<file path="config.mk">
export PLATFORM = sky130hd
export DESIGN_NAME = vdp_host_bridge
export DESIGN_NICKNAME = d
export VERILOG_FILES = /design/src/rtl/vdp_host_pkg.sv /design/src/rtl/host_pin_filter.sv /design/src/rtl/vdp_host_bridge.sv
export SDC_FILE = /design/constraint.sdc
export NUM_CORES = 1
export LEC_CHECK = 0
export CELL_PAD_IN_SITES_DETAIL_PLACEMENT = 0
export CELL_PAD_IN_SITES_GLOBAL_PLACEMENT = 1
export CORE_ASPECT_RATIO = 1.1
export CORE_MARGIN = 2
export CORE_UTILIZATION = 50
export DETAILED_ROUTE_END_ITERATION = 7
export GPL_ROUTABILITY_DRIVEN = 0
export PLACE_DENSITY_LB_ADDON = 0.1
export SLEW_MARGIN = 10
export SYNTH_ARGS = -nofsm -noshare
export SYNTH_HDL_FRONTEND = slang
export SYNTH_SLANG_ARGS = --single-unit
export TNS_END_PERCENT = 100
</file>
<file path="constraint.sdc">
create_clock -name clk -period 4.3 [get_ports clk]
set_clock_uncertainty 0.2 [all_clocks]
set_input_delay 0.86 -clock clk [delete_from_list [all_inputs] [get_ports clk]]
set_output_delay 0.86 -clock clk [all_outputs]
set_load 0.05 [all_outputs]
</file>
<file path="src/rtl/vdp_host_pkg.sv">
// Shared types and constants for the VDP host bridge: access entry, request FSM states
// and synchroniser depth.
package vdp_host_pkg;

    localparam int unsigned HB_ADDR_W  = 2;
    localparam int unsigned HB_DATA_W  = 8;
    localparam int unsigned SYNC_DEPTH = 2;

    // Queued host access as seen at the default bus widths.
    typedef struct packed {
        logic                 wr;
        logic [HB_ADDR_W-1:0] adr;
        logic [HB_DATA_W-1:0] data;
    } host_entry_t;

    typedef enum logic [0:0] {
        IDLE = 1'b0,
        REQ  = 1'b1
    } host_state_e;

endpackage

</file>
<file path="src/rtl/host_pin_filter.sv">
// Synchroniser plus run-length deglitch filter for one asynchronous, active-low host strobe.
// The filtered output changes only after FILTER_LEN consecutive equal synchronised samples.
module host_pin_filter
    import vdp_host_pkg::*;
#(
    parameter int unsigned FILTER_LEN = 3
) (
    input  logic clk,
    input  logic reset,
    input  logic pin,
    output logic filt
);

    localparam int unsigned RUN_W = (FILTER_LEN > 1) ? $clog2(FILTER_LEN) : 1;

    logic [SYNC_DEPTH-1:0] sync_q;
    logic [RUN_W-1:0]      run_q;
    logic                  sample;

    assign sample = sync_q[SYNC_DEPTH-1];

    always_ff @(posedge clk or posedge reset) begin
        if (reset) begin
            sync_q <= '1;
            run_q  <= '0;
            filt   <= 1'b1;
        end else begin
            sync_q <= {sync_q[SYNC_DEPTH-2:0], pin};
            if (sample == filt) begin
                run_q <= '0;
            end else if (run_q == RUN_W'(FILTER_LEN - 1)) begin
                // This sample completes the run of FILTER_LEN differing samples.
                filt  <= sample;
                run_q <= '0;
            end else begin
                run_q <= run_q + 1'b1;
            end
        end
    end

endmodule

</file>
<file path="src/rtl/vdp_host_bridge.sv">
// Host bus front end: deglitched strobes queue accesses in a FIFO that drives the VDP via REQ/ACK.
// Optional ack timeout enabled by defining HOST_BRIDGE_TIMEOUT_EN.
module vdp_host_bridge
    import vdp_host_pkg::*;
#(
    parameter int unsigned ADDR_W         = 2,
    parameter int unsigned DATA_W         = 8,
    parameter int unsigned FILTER_LEN     = 3,
    parameter int unsigned FIFO_DEPTH     = 4,
    parameter int unsigned TIMEOUT_CYCLES = 64
) (
    input  logic              clk,
    input  logic              reset,
    input  logic [ADDR_W-1:0] mode,
    input  logic              csr_n,
    input  logic              csw_n,
    input  logic [DATA_W-1:0] cd_in,
    output logic [DATA_W-1:0] cd_out,
    output logic              cd_oe,
    output logic              vdp_req,
    output logic              vdp_wrt,
    output logic [ADDR_W-1:0] vdp_adr,
    output logic [DATA_W-1:0] vdp_dbo,
    input  logic              vdp_ack,
    input  logic [DATA_W-1:0] vdp_dbi,
    output logic              busy,
    output logic              overflow,
    output logic              timeout
);

    localparam int unsigned PTR_W = $clog2(FIFO_DEPTH);
    localparam int unsigned CNT_W = PTR_W + 1;

    logic rd_filt, wr_filt, rd_filt_q, wr_filt_q;

    host_pin_filter #(.FILTER_LEN(FILTER_LEN)) u_rd_filter (
        .clk   (clk),
        .reset (reset),
        .pin   (csr_n),
        .filt  (rd_filt)
    );

    host_pin_filter #(.FILTER_LEN(FILTER_LEN)) u_wr_filter (
        .clk   (clk),
        .reset (reset),
        .pin   (csw_n),
        .filt  (wr_filt)
    );

    // mode/cd_in delayed to line up with the filtered strobe edge.
    logic [ADDR_W-1:0] mode_dly [SYNC_DEPTH];
    logic [DATA_W-1:0] cd_dly   [SYNC_DEPTH];

    always_ff @(posedge clk or posedge reset) begin
        if (reset) begin
            for (int i = 0; i < int'(SYNC_DEPTH); i++) begin
                mode_dly[i] <= '0;
                cd_dly[i]   <= '0;
            end
            rd_filt_q <= 1'b1;
            wr_filt_q <= 1'b1;
            cd_oe     <= 1'b0;
        end else begin
            mode_dly[0] <= mode;
            cd_dly[0]   <= cd_in;
            for (int i = 1; i < int'(SYNC_DEPTH); i++) begin
                mode_dly[i] <= mode_dly[i-1];
                cd_dly[i]   <= cd_dly[i-1];
            end
            rd_filt_q <= rd_filt;
            wr_filt_q <= wr_filt;
            cd_oe     <= ~rd_filt;
        end
    end

    logic rd_fall, wr_fall, push_req, push_ok, pop, full, empty;

    assign rd_fall  = rd_filt_q & ~rd_filt;
    assign wr_fall  = wr_filt_q & ~wr_filt;
    // Simultaneous falls are ambiguous and are discarded.
    assign push_req = rd_fall ^ wr_fall;

    logic              fifo_wr  [FIFO_DEPTH];
    logic [ADDR_W-1:0] fifo_adr [FIFO_DEPTH];
    logic [DATA_W-1:0] fifo_dat [FIFO_DEPTH];
    logic [PTR_W-1:0]  wr_ptr_q, rd_ptr_q;
    logic [CNT_W-1:0]  count_q;

    assign full    = (count_q == CNT_W'(FIFO_DEPTH));
    assign empty   = (count_q == '0);
    assign push_ok = push_req & (~full | pop);

    always_ff @(posedge clk) begin
        if (push_ok) begin
            fifo_wr[wr_ptr_q]  <= wr_fall;
            fifo_adr[wr_ptr_q] <= mode_dly[SYNC_DEPTH-1];
            fifo_dat[wr_ptr_q] <= cd_dly[SYNC_DEPTH-1];
        end
    end

    always_ff @(posedge clk or posedge reset) begin
        if (reset) begin
            wr_ptr_q <= '0;
            rd_ptr_q <= '0;
            count_q  <= '0;
            overflow <= 1'b0;
        end else begin
            if (push_ok) wr_ptr_q <= wr_ptr_q + 1'b1;
            if (pop)     rd_ptr_q <= rd_ptr_q + 1'b1;
            if (push_ok && !pop)      count_q <= count_q + 1'b1;
            else if (!push_ok && pop) count_q <= count_q - 1'b1;
            if (push_req && !push_ok) overflow <= 1'b1;
        end
    end

    host_state_e state_q, state_d;
    logic        issue, tmo_fire;

`ifdef HOST_BRIDGE_TIMEOUT_EN
    localparam int unsigned TMO_W = $clog2(TIMEOUT_CYCLES + 1);
    logic [TMO_W-1:0] tmo_cnt_q;
    logic             tmo_hit;
    logic             timeout_q;

    assign tmo_hit = (tmo_cnt_q == TMO_W'(TIMEOUT_CYCLES - 1));
    assign timeout = timeout_q;

    always_ff @(posedge clk or posedge reset) begin
        if (reset) begin
            tmo_cnt_q <= '0;
            timeout_q <= 1'b0;
        end else begin
            if (state_q == REQ && !pop) tmo_cnt_q <= tmo_cnt_q + 1'b1;
            else                        tmo_cnt_q <= '0;
            if (tmo_fire) timeout_q <= 1'b1;
        end
    end
`else
    logic unused_tmo_cfg;
    assign unused_tmo_cfg = ^TIMEOUT_CYCLES;
    assign timeout        = 1'b0;
`endif

    always_comb begin
        state_d  = state_q;
        issue    = 1'b0;
        pop      = 1'b0;
        tmo_fire = 1'b0;
        unique case (state_q)
            IDLE: begin
                if (!empty) begin
                    issue   = 1'b1;
                    state_d = REQ;
                end
            end
            REQ: begin
                if (vdp_ack) begin
                    pop     = 1'b1;
                    state_d = IDLE;
                end
`ifdef HOST_BRIDGE_TIMEOUT_EN
                else if (tmo_hit) begin
                    pop      = 1'b1;
                    tmo_fire = 1'b1;
                    state_d  = IDLE;
                end
`endif
            end
            default: state_d = IDLE;
        endcase
    end

    always_ff @(posedge clk or posedge reset) begin
        if (reset) begin
            state_q <= IDLE;
            vdp_req <= 1'b0;
            vdp_wrt <= 1'b0;
            vdp_adr <= '0;
            vdp_dbo <= '0;
            cd_out  <= '0;
        end else begin
            state_q <= state_d;
            if (issue) begin
                vdp_req <= 1'b1;
                vdp_wrt <= fifo_wr[rd_ptr_q];
                vdp_adr <= fifo_adr[rd_ptr_q];
                vdp_dbo <= fifo_dat[rd_ptr_q];
            end else if (pop) begin
                vdp_req <= 1'b0;
            end
            // A timed-out read returns all-ones to the host.
            if (pop && !vdp_wrt) cd_out <= tmo_fire ? '1 : vdp_dbi;
        end
    end

    assign busy = ~empty | vdp_req;

endmodule

</file>
==> impl_results.md, run 1 <==
* Register-to-register path setup slack at about 1600 ps
* Setup_tns at 0 ps
* Leakage at ~1.8 nW
* Placed cells at roughly 320
* Number of fill cells in the layout at around 560
* Vias at 1,755
* Routed length per instance at roughly 18 um
* DRT iter0 DRCs at 62
* CTS clk-pin slew, worst paths at roughly 100 ps
* Core ar. at about 0.0074 mm^2
* Hold Path Origin: cd_dly[10]$_DFF_PP0_
* Htree depth at 3
* # hold bufs at CTS at 0
* First-pass GRT wire length at ~9.6 mm
* Std-Cell Rows at 33
* Fraction of layout cells with a size suffix above 1 at between 20% and 30%
* GR Overflow Total at 0
* Startpoint types: flop
* Worst slew pin tran at 797 ps
* Finished Layout Cells at approximately 340
* Final Cycle Share at a little over two thirds
* WP data required at 3240 ps
* Routed WL at between 6 and 7 mm
* CTS Buf Count at 9
* Max-cap violations at 0
* Worst r2r dst: count_q[2]$_DFFE_PP0P_
* ANT cells at 0
* Die Height at between 90 and 100 um
* Vias in the first global route at between 1,500 and 2,000
* Post-CTS Resized at 0
* Final Setup Violations at 0
* Reg2Reg Launch Point: wr_filt_q$_DFF_PP1_
* DR pass1 iterations at 4
* Total clock sinks at ~110
* Layout net count at about 270
* # IOs at 47
* Final Critical Period at between 3000 and 4000 ps
* RSZ-0062 raised after global routing: false
* Hold endpoint: cd_dly[2]$_DFF_PP0_
* Total GRT Usage at 16.0%
* Largest net degree at the start of global routing at 34
* CTS tree: built
* Synthesized flop and latch total at 106
* Multi-input logic area at 866 um^2
* Most common cell after layout, fill and taps aside: dfrtp_1
* CP startpoint: count_q[0]$_DFFE_PP0P_
* Residual DRC at 0
* Min-delay worst type: flop to flop
* Die width at around 87 um
* Seq/Total Area, Yosys at 75.7%
* Antenna-violating nets left at 0
* Worst setup path category: flop to primary output
* Final HPWL DP at between 4 and 5 mm
* Worst-Skew Late Latency at about 360 ps
* Final Hold Fails at 0
* CP Capture Type: primary output
* Longest Clk Path Bufs at 2
* Root Buffer: clkbuf_8
* Fmax at 0.332 GHz
* Reg area at roughly 0.0029 mm^2
* Setup Buffers After CTS at 0
* Most frequent cells in the layout: 54 x dfrtp_1, 45 x clkdlybuf4s50_1, 44 x edfxtp_1
* WHS Path Cells at 0
* Post-Synthesis Cells at ~190
* Mean post-synth cell area at between 15 and 20 um^2
* Power Density at about 800 mW/mm^2
* Synth Warn # at 0
* Slew headroom at between 40% and 50%
* Worst Reg2Reg Path Length in Cells at 9
* Worst Path Max Fanout at 4
* Peak supply drop at ~0.40 mV
* Crit path DAT at 1950 ps
* Antenna violations before repair at 0
* Slew Viols, Final at 0
* Post-Syn Nets at 221
* Status: finished, final reports clean
* Synth-to-Final Area Change at 19.1%
* Die Area at approximately 0.0083 mm^2
* Post-Syn Area at approximately 0.0038 mm^2
* Avg Vias per Cell at around 5.2
* Port Buffers at 45
* Synth unique cells at 36
* Initial Util at slightly above 50%
## stage by stage
step	total power [mW]	utilization [%]	hold WS, ps	cell area (um^2)	setup slack (ps)
floorplan	2.60	-	131	3810	1710
detailed placement	3.04	58.5	136	4350	991
global placement	2.95	58.5	132	4350	1120
CTS	3.61	61.0	157	4530	1250
finish	3.56	61.0	154	4530	1290
global route	3.75	61.0	163	4530	1130
## flip-flops by register name, indices dropped and copies added, names as in the netlist, 2 cells and up
| register | cells |
|---|---|
| u_wr_filter.run_q | 2 |
| fifo_dat | 32 |
| u_rd_filter.run_q | 2 |
| cd_out | 8 |
| fifo_adr | 8 |
| mode_dly | 4 |
| vdp_dbo | 8 |
| rd_ptr_q | 2 |
| u_rd_filter.sync_q | 2 |
| fifo_wr | 4 |
| count_q | 3 |
| vdp_adr | 2 |
| u_wr_filter.sync_q | 2 |
| wr_ptr_q | 2 |
| cd_dly | 16 |
## worst max path at each step
| stage | end | cells after the start |
|---|---|---|
| 3_3_place_gp | count_q[1]$_DFFE_PP0P_ | 7 |
| 4_1_cts | busy | 3 |
| 2_1_floorplan | cd_dly[0]$_DFF_PP0_ | 1 |
| 3_5_place_dp | count_q[2]$_DFFE_PP0P_ | 9 |
| 5_1_grt | busy | 3 |
| 6_report | busy | 3 |
## report_power, final
| group | internal (mW) | switching, mW |
|---|---|---|
| clock network | 0.234 | 0.331 |
| registers | 1.40 | 0.211 |
| logic | 0.616 | 0.768 |
## synth_stat cells
cell / n / share of area, %
mux4_1: 3 / 2.1
nand2_1: 1 / 0.099
inv_1: 6 / 0.59
edfxtp_1: 44 / 35
mux2_4: 8 / 3.2
nor3_1: 4 / 0.53
nand3_1: 1 / 0.13
nor2_1: 2 / 0.20
mux2i_1: 1 / 0.26
buf_4: 2 / 0.39
nand2_2: 1 / 0.16
a21oi_1: 1 / 0.13
buf_6: 1 / 0.30
clkbuf_1: 1 / 0.099
nor2b_1: 2 / 0.33
dfstp_2: 8 / 5.5
nor3b_1: 1 / 0.20
buf_2: 1 / 0.13
a21oi_2: 1 / 0.23
o21a_1: 1 / 0.20
conb_1: 1 / 0.099
mux2_1: 1 / 0.30
fa_1: 1 / 0.53
or2_1: 1 / 0.16
dfrtp_1: 54 / 36
a31o_2: 1 / 0.23
and2_1: 4 / 0.66
ha_1: 5 / 1.6
nand2b_1: 1 / 0.16
mux2_2: 13 / 3.8
a211oi_1: 1 / 0.20
nor2b_2: 1 / 0.23
mux4_2: 8 / 4.7
xnor2_1: 7 / 1.6
o21bai_1: 1 / 0.20
xor2_1: 2 / 0.46
## logic make-up (layout without fill, tap and decap cells)
group                    Yosys count  in the layout  synth area share, %
AND/OR/NAND/NOR                   19             19                 2.86
flip-flops                       106            106                 75.7
XOR/XNOR                           9              9                 2.07
other                              1              1               0.0985
buffers and inverters             11             69                 1.51
multiplexers                      34             34                 14.4
adder cells (fa/ha/maj)            6              6                 2.17
AO/OA/AOI/OAI                      6              6                 1.18
## routing by layer
layer | routed length (um) | GRT usage (%)
met2 | 3260 | 27.5
met1 | 2420 | 18.8
met3 | 211 | 4.24
met5 | 0 | 0
met4 | 116 | 7.05
## critical path, stage by stage, from the launching register on
cell and delay (ps):
dfrtp_1 450, nor3_1 320, nand2b_1 110, clkdlybuf4s50_1 720
## layout make-up
cell class | instances | area share, %
tap | 87 | 2.40
inverter | 6 | 0.497
multi-input combinational | 75 | 19.1
clock buffer | 10 | 3.04
sequential | 106 | 63.6
timing repair buffer | 47 | 10.3
clock inverter | 6 | 1.10
Note: power is estimated with default switching activity, not from simulation.
==> run 2: changes to the inputs <==
--- a/config.mk
+++ b/config.mk
@@ -9,7 +9,7 @@
 export CELL_PAD_IN_SITES_GLOBAL_PLACEMENT = 1
 export CORE_ASPECT_RATIO = 1.1
 export CORE_MARGIN = 2
-export CORE_UTILIZATION = 50
+export CORE_UTILIZATION = 42
 export DETAILED_ROUTE_END_ITERATION = 7
 export GPL_ROUTABILITY_DRIVEN = 0
 export PLACE_DENSITY_LB_ADDON = 0.1
==> constraint.sdc (replaced) <==
create_clock -name clk -period 2.7 [get_ports clk]
set_clock_uncertainty 0.2 [all_clocks]
set_input_delay 0.54 -clock clk [delete_from_list [all_inputs] [get_ports clk]]
set_output_delay 0.54 -clock clk [all_outputs]
set_load 0.05 [all_outputs]
==> run 2 against run 1 <==
Total power increased by 61%. Sequential cell count unchanged. Register-to-register slack got worse by 1300 ps. Wire length decreased by 5.9%. Utilization decreased by 8.7 points. Global-route usage decreased by 2.6 points. Combinational power increased by 64%. Clock power increased by 69%.
==> impl_results.md, run 2 (synthesis gave the netlist of run 1 again) <==
* Final Hold Fails at 0 (unchanged)
* Hold WS at 155 ps (was 154 ps)
* DRT iter0 DRCs at 59 (was 62)
* Final Critical Period at approximately 2400 ps
* Slew headroom at 56.7% (was 46.8%)
* Critical-path cell list: nor3_1 -> nand2b_1 -> dlygate4sd2_1 (was nor3_1 -> nand2b_1 -> clkdlybuf4s50_1)
* Final worst slack at 264 ps (was 1290 ps)
* Synth-to-Final Area Change at 21.2% (was 19.1%)
* Root Buffer: clkbuf_8 (unchanged)
* Most frequent cells in the layout: 54 x dfrtp_1, 44 x edfxtp_1, 44 x clkdlybuf4s50_1 (was 54 x dfrtp_1, 45 x clkdlybuf4s50_1, 44 x edfxtp_1)
* Total GRT Usage at 13.3% (was 16.0%)
* GR Overflow Total at 0 (unchanged)
* Leakage at 1.78 nW (was 1.76 nW)
* First-pass GRT wire length at 9.66 mm (was 9.56 mm)
* Biggest register: fifo_dat (unchanged)
* Gate power share at 39.6% (was 38.8%)
* Fmax at approximately 0.4 GHz
* Die Height at 104 um (was 95.5 um)
* Htree depth at 3 (unchanged)
* ANT cells at 0 (unchanged)
* Slew Viols, Final at 0 (unchanged)
* Worst Path Max Fanout at 4 (unchanged)
* Antenna-violating nets left at 0 (unchanged)
* Buffer and inverter count on the worst path at 1 (unchanged)
* Max-cap violations at 0 (unchanged)
* Initial Util at 43.1% (was 51.2%)
* DR pass1 iterations at 4 (unchanged)
* Slowest-stage cell, CP: dfrtp_1 (was clkdlybuf4s50_1)
* # IOs at 47 (unchanged)
* Clock Power Share at 16.7% (was 15.9%)
* Final HPWL DP at 3.58 mm (was 4.16 mm)
* CTS tree: built (unchanged)
* WHS Path Cells at 0 (unchanged)
* DP Worst Slack at -43.8 ps (was 991 ps)
* Multi-input logic area at 866 um^2 (unchanged)
* Layout net count at 278 (was 274)
* Hold endpoint: cd_dly[7]$_DFF_PP0_ (was cd_dly[2]$_DFF_PP0_)
* Register-to-register path setup slack at 350 ps (was 1600 ps)
* Residual DRC at 0 (unchanged)
* Final Cycle Share at 90.2%
* Hold Path Origin: cd_dly[15]$_DFF_PP0_ (was cd_dly[10]$_DFF_PP0_)
* Status: finished, final reports clean (unchanged)
* Placed cells at 352 (was 321)
* RSZ-0062 raised after global routing: false (unchanged)
* Worst slew pin tran at 648 ps (was 797 ps)
* Routed length per instance at 15.4 um (was 17.8 um)
* Port Buffers at 45 (unchanged)
* Die width at 94.8 um (was 87.2 um)
* Top Registers: fifo_dat: 32 flops, cd_dly: 16 flops (unchanged)
* Crit-path max cell delay at 450 ps (was 720 ps)
* WP data required at 1960 ps (was 3240 ps)
* Avg Vias per Cell at 4.67 (was 5.21)
* CTS clk-pin slew, worst paths at 100 ps (about the same)
* Seq pwr share at 43.7% (was 45.3%)
* Reg2Reg Launch Point: wr_filt_q$_DFF_PP1_ (unchanged)
* Worst-Skew Late Latency at 360 ps (about the same)
* P_sw at 2.04 mW (was 1.31 mW)
* Total clock sinks at 106 (unchanged)
* Total internal power at 3.68 mW (was 2.25 mW)
* Fraction of layout cells with a size suffix above 1 at 24.8% (was 23.6%)
* CTS Buf Count at 9 (unchanged)
* Largest net degree at the start of global routing at 63 (was 34)
* Longest Clk Path Bufs at 2 (unchanged)
* Number of fill cells in the layout at 767 (was 562)
* Finished Layout Cells at 368 (was 337)
* Reg area at 0.00288 mm^2 (unchanged)
* Worst setup path category: flop to primary output (unchanged)
* Startpoint types: flop (unchanged)
* Std-Cell Rows at 36 (was 33)
* Vias at 1,719 (was 1,755)
* Worst r2r dst: count_q[2]$_DFFE_PP0P_ (unchanged)
* Crit path DAT at 1700 ps (was 1950 ps)
* Net Sw Frac at 35.6% (was 36.8%)
* Worst Reg2Reg Path Length in Cells at 9 (unchanged)
* Die Area at 0.00984 mm^2 (was 0.00833 mm^2)
* # hold bufs at CTS at 0 (unchanged)
* Antenna violations before repair at 0 (unchanged)
* CP Capture Type: primary output (unchanged)
* Most common cell after layout, fill and taps aside: dfrtp_1 (unchanged)
* Min-delay worst type: flop to flop (unchanged)
* Power Density at 1240 mW/mm^2 (was 786 mW/mm^2)
* CP delay by family, top: simple AND/OR/NAND/NOR gates (was buffers and inverters)
* Final Setup Violations at 0 (unchanged)
* Peak supply drop at 0.518 mV (was 0.404 mV)
* Max reg flops at 32 (unchanged)
* Routed WL at 5.65 mm (was 6.01 mm)
* WP depth at 3 (unchanged)
* Vias in the first global route at 1,848 (was 1,920)
* Core ar. at 0.00883 mm^2 (was 0.00743 mm^2)
## run 2: final cells by class
cell class	instances	share of cell area [%]
multi-input cells	75	18.8
well taps	114	3.09
clock buffers	10	2.77
clock inverters	6	1.41
flip-flops and latches	106	62.5
inverters	6	0.488
repair buffers	51	11.0
## run 2: metrics by stage
stage               power [mW]  utilization (%)  instance area [um^2]  TNS (ps)
floorplan                 4.14                -                  3810         0
global placement          4.83             50.1                  4420     -37.5
detailed placement        4.85             50.1                  4420     -43.8
CTS                       5.81             52.3                  4610         0
global route              6.07             52.3                  4610         0
finish                    5.72             52.3                  4610         0
## run 2: worst max-delay path by stage
| stage | start | end |
|---|---|---|
| 5_1_grt | wr_filt_q$_DFF_PP1_ | count_q[2]$_DFFE_PP0P_ |
| 4_1_cts | count_q[0]$_DFFE_PP0P_ | busy |
| 6_report | count_q[0]$_DFFE_PP0P_ | busy |
| 3_3_place_gp | vdp_ack | count_q[1]$_DFFE_PP0P_ |
| 3_5_place_dp | vdp_ack | count_q[1]$_DFFE_PP0P_ |
| 2_1_floorplan | wr_filt_q$_DFF_PP1_ | count_q[2]$_DFFE_PP0P_ |
## run 2: power by group through the flow
| stage | combinational, mW | clock [mW] | sequential, mW |
|---|---|---|---|
| 2_1_floorplan | 1.09 | 0 | 3.05 |
| 3_3_place_gp | 2.30 | 0 | 2.53 |
| 3_5_place_dp | 2.30 | 0 | 2.54 |
| 4_1_cts | 2.31 | 0.990 | 2.51 |
| 5_1_grt | 2.45 | 1.06 | 2.57 |
| 6_report | 2.26 | 0.956 | 2.50 |
## run 2: timing repair
action	CTS	global route
resized for setup	1	0
endpoints found under the setup margin	1	0
buffers inserted	0	0
## run 2: layer usage
| layer | share of wire (%) | GRT usage [%] |
|---|---|---|
| met1 | 47 | 18.7 |
| met2 | 47 | 19.6 |
| met3 | 3.3 | 2.62 |
| met4 | 2.4 | 7.14 |
| met5 | 0 | 0 |
